<file path="src/rtl/lsu_ctrl_if.sv">
// lsu_ctrl_if: bundle of the request/response handshake and the word-wide data memory bus
// around lsu_ctrl.
//   req_*   : one load/store request from execute (valid/ready handshake)
//   resp_*  : single-cycle completion pulse with extended load data or error flag
//   mem_*   : word-aligned read/write strobes, address and data to the data memory
// Modports:
//   slave  : the controller's view (takes requests, drives responses and the memory bus)
//   master : the environment's view (core issuing requests plus the memory answering reads)
interface lsu_ctrl_if;
  logic        req_valid;
  logic        req_ready;
  logic        req_we;
  logic [2:0]  req_funct3;
  logic [31:0] req_addr;
  logic [31:0] req_wdata;
  logic        resp_valid;
  logic [31:0] resp_rdata;
  logic        resp_err;
  logic        mem_rd;
  logic        mem_wr;
  logic [31:0] mem_addr;
  logic [31:0] mem_wdata;
  logic [31:0] mem_rdata;

  modport slave (
    input  req_valid, req_we, req_funct3, req_addr, req_wdata, mem_rdata,
    output req_ready, resp_valid, resp_rdata, resp_err, mem_rd, mem_wr, mem_addr, mem_wdata
  );

  modport master (
    output req_valid, req_we, req_funct3, req_addr, req_wdata, mem_rdata,
    input  req_ready, resp_valid, resp_rdata, resp_err, mem_rd, mem_wr, mem_addr, mem_wdata
  );
endinterface

</file>
<file path="src/rtl/lsu_ctrl.sv">
// lsu_ctrl: load/store controller driving a word-wide data memory for RV32I loads and stores.
// Sub-word stores are done as read-modify-write; loads are lane-selected and sign/zero-extended.
// Ports:
//   clk   : clock, all state changes on the rising edge
//   rst_n : synchronous active-low reset
//   bus   : lsu_ctrl_if.slave (request handshake, response pulse, memory bus)
// Parameters:
//   MISALIGN_TRAP : 1 = misaligned H/W access is answered with resp_err and no memory access,
//                   0 = low address bits are cleared to the natural alignment.
module lsu_ctrl #(
  parameter bit MISALIGN_TRAP = 1'b1
) (
  input logic       clk,
  input logic       rst_n,
  lsu_ctrl_if.slave bus
);

  typedef enum logic [1:0] {StIdle, StRd, StWr, StResp} state_e;

  state_e      state_q, state_d;
  logic        we_q;
  logic [2:0]  funct3_q;
  logic [31:0] addr_q;
  logic [31:0] wdata_q;
  logic        err_q;
  logic [31:0] word_q;
  logic [31:0] mem_addr_q;
  logic [31:0] mem_wdata_q;

  logic        accept;
  logic        illegal;
  logic        misaligned;
  logic        req_err;
  logic [31:0] aligned_addr;
  logic [31:0] merged;
  logic [7:0]  byte_sel;
  logic [15:0] half_sel;
  logic [31:0] load_data;
  logic [31:0] word_addr;

  assign accept    = bus.req_valid && (state_q == StIdle);
  assign word_addr = {addr_q[31:2], 2'b00};
  assign req_err   = illegal | misaligned;

  // Request decode at accept time
  always_comb begin
    illegal      = 1'b0;
    misaligned   = 1'b0;
    aligned_addr = bus.req_addr;
    case (bus.req_funct3)
      3'b011, 3'b110, 3'b111: illegal = 1'b1;
      default: ;
    endcase
    // Stores have no unsigned variants
    if (bus.req_we && bus.req_funct3[2]) illegal = 1'b1;
    case (bus.req_funct3)
      3'b001, 3'b101: begin
        misaligned      = MISALIGN_TRAP && bus.req_addr[0];
        aligned_addr[0] = 1'b0;
      end
      3'b010: begin
        misaligned        = MISALIGN_TRAP && (bus.req_addr[1:0] != 2'b00);
        aligned_addr[1:0] = 2'b00;
      end
      default: ;
    endcase
  end

  always_comb begin
    state_d = state_q;
    case (state_q)
      StIdle: begin
        if (accept) begin
          if (req_err) begin
            state_d = StResp;
          end else if (bus.req_we && (bus.req_funct3 == 3'b010)) begin
            state_d = StWr;
          end else begin
            // Loads and sub-word stores both start with a read
            state_d = StRd;
          end
        end
      end
      StRd:    state_d = we_q ? StWr : StResp;
      StWr:    state_d = StResp;
      StResp:  state_d = StIdle;
      default: state_d = StIdle;
    endcase
  end

  // Store word: full word for SW, otherwise the captured word with one lane replaced
  always_comb begin
    merged = word_q;
    case (funct3_q[1:0])
      2'b00: begin
        case (addr_q[1:0])
          2'b00:   merged[7:0]   = wdata_q[7:0];
          2'b01:   merged[15:8]  = wdata_q[7:0];
          2'b10:   merged[23:16] = wdata_q[7:0];
          default: merged[31:24] = wdata_q[7:0];
        endcase
      end
      2'b01: begin
        if (addr_q[1]) merged[31:16] = wdata_q[15:0];
        else           merged[15:0]  = wdata_q[15:0];
      end
      default: merged = wdata_q;
    endcase
  end

  always_comb begin
    byte_sel = word_q[7:0];
    case (addr_q[1:0])
      2'b00:   byte_sel = word_q[7:0];
      2'b01:   byte_sel = word_q[15:8];
      2'b10:   byte_sel = word_q[23:16];
      default: byte_sel = word_q[31:24];
    endcase
    half_sel = addr_q[1] ? word_q[31:16] : word_q[15:0];
    case (funct3_q)
      3'b000:  load_data = {{24{byte_sel[7]}}, byte_sel};
      3'b100:  load_data = {24'h0, byte_sel};
      3'b001:  load_data = {{16{half_sel[15]}}, half_sel};
      3'b101:  load_data = {16'h0, half_sel};
      default: load_data = word_q;
    endcase
  end

  always_comb begin
    bus.req_ready  = (state_q == StIdle);
    // Gated with rst_n so a reset landing mid-access never lets a write through
    bus.mem_rd     = (state_q == StRd) && rst_n;
    bus.mem_wr     = (state_q == StWr) && rst_n;
    bus.mem_addr   = ((state_q == StRd) || (state_q == StWr)) ? word_addr : mem_addr_q;
    bus.mem_wdata  = (state_q == StWr) ? merged : mem_wdata_q;
    bus.resp_valid = (state_q == StResp);
    bus.resp_err   = (state_q == StResp) && err_q;
    bus.resp_rdata = ((state_q == StResp) && !we_q && !err_q) ? load_data : 32'h0;
  end

  always_ff @(posedge clk) begin
    if (!rst_n) begin
      state_q     <= StIdle;
      we_q        <= 1'b0;
      funct3_q    <= 3'b000;
      addr_q      <= 32'h0;
      wdata_q     <= 32'h0;
      err_q       <= 1'b0;
      word_q      <= 32'h0;
      mem_addr_q  <= 32'h0;
      mem_wdata_q <= 32'h0;
    end else begin
      state_q <= state_d;
      if (accept) begin
        we_q     <= bus.req_we;
        funct3_q <= bus.req_funct3;
        addr_q   <= aligned_addr;
        wdata_q  <= bus.req_wdata;
        err_q    <= req_err;
      end
      if (state_q == StRd) word_q <= bus.mem_rdata;
      // Keep the bus steady between strobes
      if ((state_q == StRd) || (state_q == StWr)) mem_addr_q <= word_addr;
      if (state_q == StWr) mem_wdata_q <= merged;
    end
  end

endmodule

</file>
<file path="src/flat_wrapper.sv">
// flat-port wrapper written by rule: the top's interface ports become plain ports
module lsu_ctrl_flat 
#(
  parameter bit MISALIGN_TRAP = 1'b1
)
  (clk, rst_n, bus_req_valid, bus_req_we, bus_req_funct3, bus_req_addr, bus_req_wdata, bus_mem_rdata, bus_req_ready, bus_resp_valid, bus_resp_rdata, bus_resp_err, bus_mem_rd, bus_mem_wr, bus_mem_addr, bus_mem_wdata);
  lsu_ctrl_if bus_i ();
  input logic clk;
  input logic rst_n;
  input wire logic [$bits(bus_i.req_valid)-1:0] bus_req_valid;
  input wire logic [$bits(bus_i.req_we)-1:0] bus_req_we;
  input wire logic [$bits(bus_i.req_funct3)-1:0] bus_req_funct3;
  input wire logic [$bits(bus_i.req_addr)-1:0] bus_req_addr;
  input wire logic [$bits(bus_i.req_wdata)-1:0] bus_req_wdata;
  input wire logic [$bits(bus_i.mem_rdata)-1:0] bus_mem_rdata;
  output wire logic [$bits(bus_i.req_ready)-1:0] bus_req_ready;
  output wire logic [$bits(bus_i.resp_valid)-1:0] bus_resp_valid;
  output wire logic [$bits(bus_i.resp_rdata)-1:0] bus_resp_rdata;
  output wire logic [$bits(bus_i.resp_err)-1:0] bus_resp_err;
  output wire logic [$bits(bus_i.mem_rd)-1:0] bus_mem_rd;
  output wire logic [$bits(bus_i.mem_wr)-1:0] bus_mem_wr;
  output wire logic [$bits(bus_i.mem_addr)-1:0] bus_mem_addr;
  output wire logic [$bits(bus_i.mem_wdata)-1:0] bus_mem_wdata;
  assign bus_i.req_valid = bus_req_valid;
  assign bus_i.req_we = bus_req_we;
  assign bus_i.req_funct3 = bus_req_funct3;
  assign bus_i.req_addr = bus_req_addr;
  assign bus_i.req_wdata = bus_req_wdata;
  assign bus_i.mem_rdata = bus_mem_rdata;
  assign bus_req_ready = bus_i.req_ready;
  assign bus_resp_valid = bus_i.resp_valid;
  assign bus_resp_rdata = bus_i.resp_rdata;
  assign bus_resp_err = bus_i.resp_err;
  assign bus_mem_rd = bus_i.mem_rd;
  assign bus_mem_wr = bus_i.mem_wr;
  assign bus_mem_addr = bus_i.mem_addr;
  assign bus_mem_wdata = bus_i.mem_wdata;
  lsu_ctrl #(.MISALIGN_TRAP(MISALIGN_TRAP)) u_core (.clk(clk), .rst_n(rst_n), .bus(bus_i));
endmodule
</file>
<file path="config.mk">
export PLATFORM = sky130hd
export DESIGN_NAME = lsu_ctrl_flat
export DESIGN_NICKNAME = d
export VERILOG_FILES = /design/src/rtl/lsu_ctrl_if.sv /design/src/rtl/lsu_ctrl.sv /design/src/flat_wrapper.sv
export SDC_FILE = /design/constraint.sdc
export NUM_CORES = 1
export LEC_CHECK = 0
export ABC_AREA = 1
export CORE_ASPECT_RATIO = 0.5
export CORE_MARGIN = 2
export CORE_UTILIZATION = 45
export CTS_CLUSTER_SIZE = 40
export DETAILED_ROUTE_END_ITERATION = 10
export PLACE_DENSITY = 0.79
export SLEW_MARGIN = 40
export SYNTH_ARGS = -nofsm -noshare
export SYNTH_HDL_FRONTEND = slang
export SYNTH_SLANG_ARGS = --single-unit
</file>
<file path="constraint.sdc">
create_clock -name clk -period 1.9 [get_ports clk]
set_clock_uncertainty 0.15 [all_clocks]
set_input_delay 0.38 -clock clk [delete_from_list [all_inputs] [get_ports clk]]
set_output_delay 0.38 -clock clk [all_outputs]
set_load 0.03 [all_outputs]
</file>
**Word-level counts from Yosys, hierarchy flattened**

Cells that the tools add are included.

- Bits in registers: 167
- Input bits: 103
- Output and inout bits: 101
- Word-level logic and storage cells: 69

- Equal/unequal tests: 16
- Mux-type cells: 23
- Bitwise operators: 1
- Reduce and logical (&&, ||, !) cells: 20

Operators with widths:

| operator | count |
|---|---|
| 32-bit one-hot mux with 4 select lines | 1 |
| 32-bit 2-to-1 mux | 3 |
| 32-bit one-hot mux with 2 select lines | 1 |
| 16-bit 2-to-1 mux | 3 |
| 8-bit 2-to-1 mux | 4 |
| 8-bit one-hot mux with 3 select lines | 1 |
| 3-bit == test, second input constant | 5 |
| 3-bit OR reduction | 3 |
| 1-bit logical AND | 8 |
| 2-bit one-hot mux with 4 select lines | 1 |
| 2-bit by 1-bit == test with 1-bit output, second input constant | 3 |
| 2-bit == test, second input constant | 3 |
| 3-bit by 1-bit == test with 1-bit output, second input constant | 2 |
| 3-bit by 2-bit == test with 1-bit output, second input constant | 2 |
| 2-bit zero test | 3 |
| 2-bit 2-to-1 mux | 3 |
| 1-bit 2-to-1 mux | 5 |
| 3-bit zero test | 1 |
| 1-bit zero test | 2 |
| 2-bit by 1-bit != test with 1-bit output, second input constant | 1 |
| 1-bit one-hot mux with 2 select lines | 1 |
| 2-bit nonzero test | 1 |
| 2-bit OR reduction | 1 |
| 1-bit logical OR | 1 |
| 1-bit OR | 1 |

**Longest topological paths before layout**

Gate-level depths: netlist of run 1.

- Depth in word-level cells: 8
- Gate-level depth with buffers: 9
- Gate-level depth less buffers: 9

**Least setup slack after synthesis of run 1**

Ideal clock, no wire load.

- Kind: flip-flop to output port
- From: reg u_core.state_q[0]
- To: out bus_resp_rdata[10]
- Data arrival time: 1791 ps
- Data required time: 1370 ps
- Setup slack: -421 ps
- Stages on the path, launching flop included: 7
- Buffers on the path: 1
- Cells stage by stage: dfxtp_1 > ha_1 > nand2_1 > inv_1 > clkbuf_1 > o21ai_0 > a21oi_1

- Cells in the longest elaborated chain, start to end: 4

RTL lines:

| item | line | RTL |
|---|---|---|
| start: declaration | lsu_ctrl.sv:20 | `state_e state_q, state_d;` |
| start signal: assignment | lsu_ctrl.sv:143 | `state_q <= StIdle;` |
| start signal: assignment | lsu_ctrl.sv:153 | `state_q <= state_d;` |
| 2-bit == test | n/a |  |
| named net bus_resp_valid | flat_wrapper.sv:17 | `output wire logic [$bits(bus_i.resp_valid)-1:0] bus_resp_valid;` |
| 1-bit logical AND (2 in a row) | lsu_ctrl.sv:138 | `bus.resp_rdata = ((state_q == StResp) && !we_q && !err_q) ? load_data : 32'h0;` |
| 32-bit 2-to-1 mux | lsu_ctrl.sv:138 |  |
| end: declaration | flat_wrapper.sv:18 | `output wire logic [$bits(bus_i.resp_rdata)-1:0] bus_resp_rdata;` |

The timed path passes the listed nets, and every way through them passes these cells.

**Final worst setup path of run 1**

- From: reg u_core.addr_q[1]
- To: out bus_mem_wdata[17]

- Cells in the longest elaborated chain, start to end: 4
- Elaborated cells on any way between the ends: 5
- Those cells by class: eq/ne (1); mux (4)

RTL lines:

| item | line | RTL |
|---|---|---|
| start: declaration | lsu_ctrl.sv:23 | `logic [31:0] addr_q;` |
| start signal: assignment | lsu_ctrl.sv:157 | `addr_q <= aligned_addr;` |
| 2-bit == test | lsu_ctrl.sv:96 | `case (addr_q[1:0])` |
| 8-bit 2-to-1 mux | lsu_ctrl.sv:96 |  |
| 32-bit one-hot mux with 2 select lines * | lsu_ctrl.sv:94 | `case (funct3_q[1:0])` |
| 32-bit 2-to-1 mux * | n/a |  |
| end: declaration | flat_wrapper.sv:23 | `output wire logic [$bits(bus_i.mem_wdata)-1:0] bus_mem_wdata;` |

Mark *: on every way between the ends. The rest lies on a longest branch, timed or not.

==> results of run 1 <==
## area by class of cell
type,count,area share
clock inverters,14,0.0116
multi-input cells,873,0.369
inverters,111,0.0323
clock buffers,18,0.0318
flip-flops and latches,167,0.243
repair buffers,378,0.291
well taps,234,0.0212
## critical path, cell delays in order, from the launching register on
cell and delay [ps]:
dfxtp_4 370, buf_8 150, nand2_1 270, nand2_1 120, nand3_1 110, nand4_1 190, nand2_1 160, inv_1 70
buf_6 140
## per-stage QoR
step                setup slack (ps)  instances  total power (W)  setup TNS [ps]  utilization
floorplan                       -101       1225          0.00952           -2120            -
global placement                -165       1699           0.0127           -5550        0.646
detailed placement              -181       1699           0.0129           -9240        0.646
CTS                             -450       1777           0.0187          -39460        0.760
global route                    -674       1795           0.0207          -50280        0.795
finish                          -644       1795           0.0199          -44940        0.795
## sequential cells by signal, indices dropped and copies added (netlist names)
signal              cells
u_core.word_q          32
u_core.funct3_q         3
u_core.we_q             1
u_core.mem_addr_q      32
u_core.mem_wdata_q     32
u_core.wdata_q         32
u_core.state_q          2
u_core.addr_q          32
u_core.err_q            1
## layer usage
layer	GRT usage	share of wire
met1	0.431	0.39
met2	0.600	0.48
met3	0.0776	0.092
met4	0.140	0.041
met5	0	0
## synthesized netlist by cell type
library cell and instances:
nand2_1 268, nand3_2 1, buf_1 2, nand3_1 62, o21bai_1 1, nor2_4 1
dfxtp_1 167, a21oi_1 118, nor2_1 198, o21ai_0 153, buf_6 2, nor3_1 5
nor2_2 4, ha_1 4, nand3_4 1, or2_2 21, inv_2 5, nand4_1 13
nand2_2 6, clkinv_1 2, clkbuf_1 53, o211ai_1 14, buf_2 17, o21ai_1 1
a211oi_1 1, buf_4 1, inv_1 104
## worst paths after layout
kind / from / to / slack (ps) / depth (start not counted)
worst max-delay path: u_core.addr_q[1]$_SDFFE_PN0P_ / bus_mem_wdata[17] / -640 / 8
worst min-delay path: rst_n / u_core.wdata_q[8]$_SDFFE_PN0P_ / 240 / 3
worst max register to register: u_core.addr_q[1]$_SDFFE_PN0P_ / u_core.mem_wdata_q[17]$_SDFF_PN0_ / -530 / 14
worst min register to register: u_core.addr_q[17]$_SDFFE_PN0P_ / u_core.addr_q[17]$_SDFFE_PN0P_ / 340 / 2
## power breakdown
group          internal, W  total (W)  leakage (nW)  switching [W]
Clock              0.00201    0.00365         0.297        0.00164
Combinational      0.00497     0.0112          4.49        0.00624
Sequential         0.00431    0.00504          1.38       0.000734
## logic make-up (layout without fill, tap and decap cells)
group	Yosys count	in the layout	synth area share
AO/OA/AOI/OAI	288	288	0.185
buffers and inverters	186	521	0.0921
flip-flops	167	167	0.417
adder cells (fa/ha/maj)	4	4	0.00625
AND/OR/NAND/NOR	580	581	0.299
## timing repair
item,CTS,global route
pin swaps,38,24
gates resized for setup,309,120
hold endpoints to repair,0,0
cloned,8,3
buffers inserted,41,22
endpoints found under the setup margin,101,105
==> out/results.txt, run 1 <==
Initial DRC Count: 1032
Failing checks: negative setup slack
GP Congestion: 0.945
Synth area leaders: dfxtp_1, nand2_1, o21ai_0, nor2_1, a21oi_1
Largest net degree at the start of global routing: 58
Total Routing Usage GR: 0.351
Clock latency on the worst-skew pair: 440 ps
Total die area: 19000 um2
WP data required: 1370 ps
Share of cells above drive strength 1: 0.365
Post-Synthesis Cells: 1225
Cell variety after synth: 27
Type of the worst setup path: reg2out
H-tree depth: 4
Endpoint class of the critical path: primary output
Commonest non-fill, non-tap cells in the layout: nand2_1, nor2_1, dfxtp_1, buf_4, o21ai_0
Final Instance Area: 13800 um2
Cts bufs inserted: 17
CTS sink count: 167
Core box area: 17400 um2
Vias per cell: 5.54
First-pass GRT wire length: 51.6 mm
Clk slew on worst S/H paths: 80 ps
Reg area: 3360 um2
Initial core utilization: 0.460
Synth Warn #: 0
Root Driver: clkbuf_16
DRC: 0
Placed inst area: 11200 um2
Final setup fails: 102
Routed WL: 34.6 mm
Multi-input combinational cell area: 5100 um2
Max-capacitance violation count: 0
Status: finished, violations left
Power Dens Cells: 1440 nW/um2
Setup ws final: -644 ps
Normalized max-slew margin: 0.738
WL/cell: 19.3 um
Fillers: 1123
Yosys reg bits: 167
Yosys top cell area share: 0.417
Arrival @ worst endpoint: 2010 ps
Fin. max-slew vios: 0
Startpoint Class: register
Hold WC Path Type: in2reg
Worst slack on hold paths: 240 ps
Rows: 34
Fmax: 393 MHz
Most common cell after layout, fill and taps aside: nand2_1
Net count, final: 1655
Number of global-route vias before repair: 9909
Post-synthesis cell area: 8010 um2
Boundary Pins: 204
Deepest clock path buffer count: 2
Hold_buf cts: 0
Critical Path Fanout Max: 9
Sequential area share after synthesis: 0.417
Die W: 193 um
First-pass detailed-route iteration total: 5
Tcrit/Tclk final: 1.34
Worst-Margin Slew: 389 ps
RSZ-0062 raised after global routing: yes
Initial antenna violation count: 0
Area leader, netlist: dfxtp_1
IO Port Bufs: 203
Final Hold Fails: 0
Hpwl dp: 21.5 mm
CTS tree: yes
Die Span Y: 98.4 um
Vias: 9938
Diodes inserted: 0
Worst VDD drop: 0.866 mV
Area Growth Syn to Fin: 72.6%
Total congestion overflow: 0
Syn Nets: 1332
Mean area per synthesized cell: 6.54 um2
ANT nets after route: 0
Leak pwr: 6.16 nW
Crit path time final: 2540 ps
(Power assumes the default switching activity.)
==> run 2, diff against run 1 <==
--- a/config.mk
+++ b/config.mk
@@ -12,6 +12,7 @@
 export CTS_CLUSTER_SIZE = 40
 export DETAILED_ROUTE_END_ITERATION = 10
 export PLACE_DENSITY = 0.79
+export RECOVER_POWER = 25
 export SLEW_MARGIN = 40
 export SYNTH_ARGS = -nofsm -noshare
 export SYNTH_HDL_FRONTEND = slang
==> run 2 against run 1 <==
The flow still finishes with violations (negative setup slack). Combinational power about the same. Non-clock buffer count unchanged. Clock-buffer cell count unchanged. Flip-flop and latch count unchanged. Cell count unchanged. First-iteration DRC count decreased by 0.39%. Setup slack improved by 15 ps. Total power decreased by 0.14%. Via count increased by 0.73%. Critical endpoint unchanged. Largest cell class unchanged.
==> out/results.txt, run 2 (synthesis results as in run 1) <==
Deepest clock path buffer count: 2 (unchanged)
Initial DRC Count: 1028 (-0.39%)
Total die area: 19000 um2 (unchanged)
Endpoint class of the critical path: primary output
Worst VDD drop: 0.868 mV (+0.18%)
Tcrit/Tclk final: 1.33 (-0.00812)
RSZ-0062 raised after global routing: yes
Core box area: 17400 um2 (unchanged)
ANT nets after route: 0 (unchanged)
Root Driver: clkbuf_16
Initial antenna violation count: 0 (unchanged)
IO Port Bufs: 203 (unchanged)
Critical Path Fanout Max: 9 (unchanged)
GP Congestion: 0.945 (unchanged)
Fmax: 396 MHz (+0.61%)
Boundary Pins: 204 (unchanged)
Total congestion overflow: 0 (unchanged)
Worst Hold Depth: 3 (unchanged)
Status: finished, violations left
Placed cell count: 1699 (unchanged)
Number of global-route vias before repair: 9909 (unchanged)
Power Dens Cells: 1440 nW/um2 (+0.13%)
First-pass detailed-route iteration total: 6 (+1)
Most common cell after layout, fill and taps aside: nand2_1
DRC: 0 (unchanged)
Total Routing Usage GR: 0.351 (unchanged)
Die W: 193 um (unchanged)
WP data required: 1370 ps (about the same)
Vias per cell: 5.58 (+0.73%)
Final Instance Area: 13800 um2 (-0.26%)
Failing checks: negative setup slack
Crit path time final: 2530 ps (-15.4 ps)
Die Span Y: 98.4 um (unchanged)
First-pass GRT wire length: 51.6 mm (unchanged)
Clk slew on worst S/H paths: 80 ps (about the same)
Setup WS pre-CTS: -181 ps (unchanged)
Startpoint Class: register
Max-capacitance violation count: 0 (unchanged)
Reg2reg path depth: 15 (+1)
Arrival @ worst endpoint: 2000 ps (about the same)
Initial core utilization: 0.460 (unchanged)
Final cell count without fillers: 1795 (unchanged)
Normalized max-slew margin: 0.630 (-0.108)
Largest net degree at the start of global routing: 58 (unchanged)
H-tree depth: 4 (unchanged)
Worst-Margin Slew: 555 ps (+167 ps)
Hpwl dp: 21.5 mm (unchanged)
Routed WL: 34.8 mm (+0.50%)
Clock latency on the worst-skew pair: 440 ps (about the same)
Leak pwr: 6.15 nW (-0.25%)
Commonest non-fill, non-tap cells in the layout: nand2_1, nor2_1, dfxtp_1, buf_4, o21ai_0
Final Hold Fails: 0 (unchanged)
Setup ws final: -628 ps (+15.4 ps)
Placed inst area: 11200 um2 (unchanged)
Rows: 34 (unchanged)
Cts bufs inserted: 17 (unchanged)
CTS tree: yes
CTS sink count: 167 (unchanged)
Type of the worst setup path: reg2out
Share of cells above drive strength 1: 0.364 (-0.00128)
Vias: 10011 (+0.73%)
Diodes inserted: 0 (unchanged)
Final setup fails: 121 (+19%)
Hold WC Path Type: in2reg
Fin. max-slew vios: 0 (unchanged)
Area Growth Syn to Fin: 72.1%
WL/cell: 19.4 um (+0.50%)
Net count, final: 1655 (unchanged)
run 2: report_power, final:
part,total [W],switching (W),internal [W],leakage (nW)
Clock,0.00365,0.00164,0.00201,0.297
Sequential,0.00504,0.000734,0.00430,1.38
Combinational,0.0112,0.00625,0.00493,4.48
run 2: area by class of cell:
type,instances,area [um2]
Clock buffer,18,439
Clock inverter,14,160
Fill cell,1131,3610
Inverter,111,447
Multi-Input combinational cell,873,5090
Sequential cell,167,3360
Tap cell,234,293
Timing Repair Buffer,378,4000
run 2: what timing repair did:
| item | 4_1_cts | 5_1_grt |
|---|---|---|
| pin swaps | 38 | 24 |
| gates resized for setup | 309 | 120 |
| cloned | 8 | 3 |
| buffers inserted | 41 | 22 |
| endpoints found under the setup margin | 101 | 105 |
| hold buffers | 0 | 0 |
run 2: worst max-delay path: stages (launching register included):
cell     delay [ps]
dfxtp_4         370
buf_8           150
nand2_1         250
nand2_1         120
nand3_1         110
nand4_1         190
nand2_1         160
inv_1            70
buf_6           140
run 2: final timing paths:
| kind | startpoint | endpoint | slack (ps) |
|---|---|---|---|
| worst min-delay path | rst_n | u_core.wdata_q[8]$_SDFFE_PN0P_ | 230 |
| worst max register to register | u_core.addr_q[1]$_SDFFE_PN0P_ | u_core.mem_wdata_q[17]$_SDFF_PN0_ | -520 |
| worst max-delay path | u_core.addr_q[1]$_SDFFE_PN0P_ | bus_mem_wdata[17] | -630 |
| worst min register to register | u_core.addr_q[17]$_SDFFE_PN0P_ | u_core.addr_q[17]$_SDFFE_PN0P_ | 340 |
run 2: metrics by stage:
stage	total power (W)	hold WS (ps)	setup TNS (ps)	utilization
finish	0.0199	230	-50050	0.793
global route	0.0207	256	-54900	0.793
CTS	0.0187	212	-39460	0.760
detailed placement	0.0129	315	-9240	0.646
global placement	0.0127	301	-5550	0.646
floorplan	0.00952	291	-2120	-
run 2: metal layers:
metal | wire [um] | global-route usage | part of all wire | vias to the layer above
met4 | 1360 | 0.140 | 0.039 | 0
met2 | 16700 | 0.600 | 0.48 | 526
met5 | 0 | 0 | 0 | -
met1 | 13400 | 0.431 | 0.39 | 4783
met3 | 3250 | 0.0776 | 0.093 | 113
li1 | - | - | - | 4589
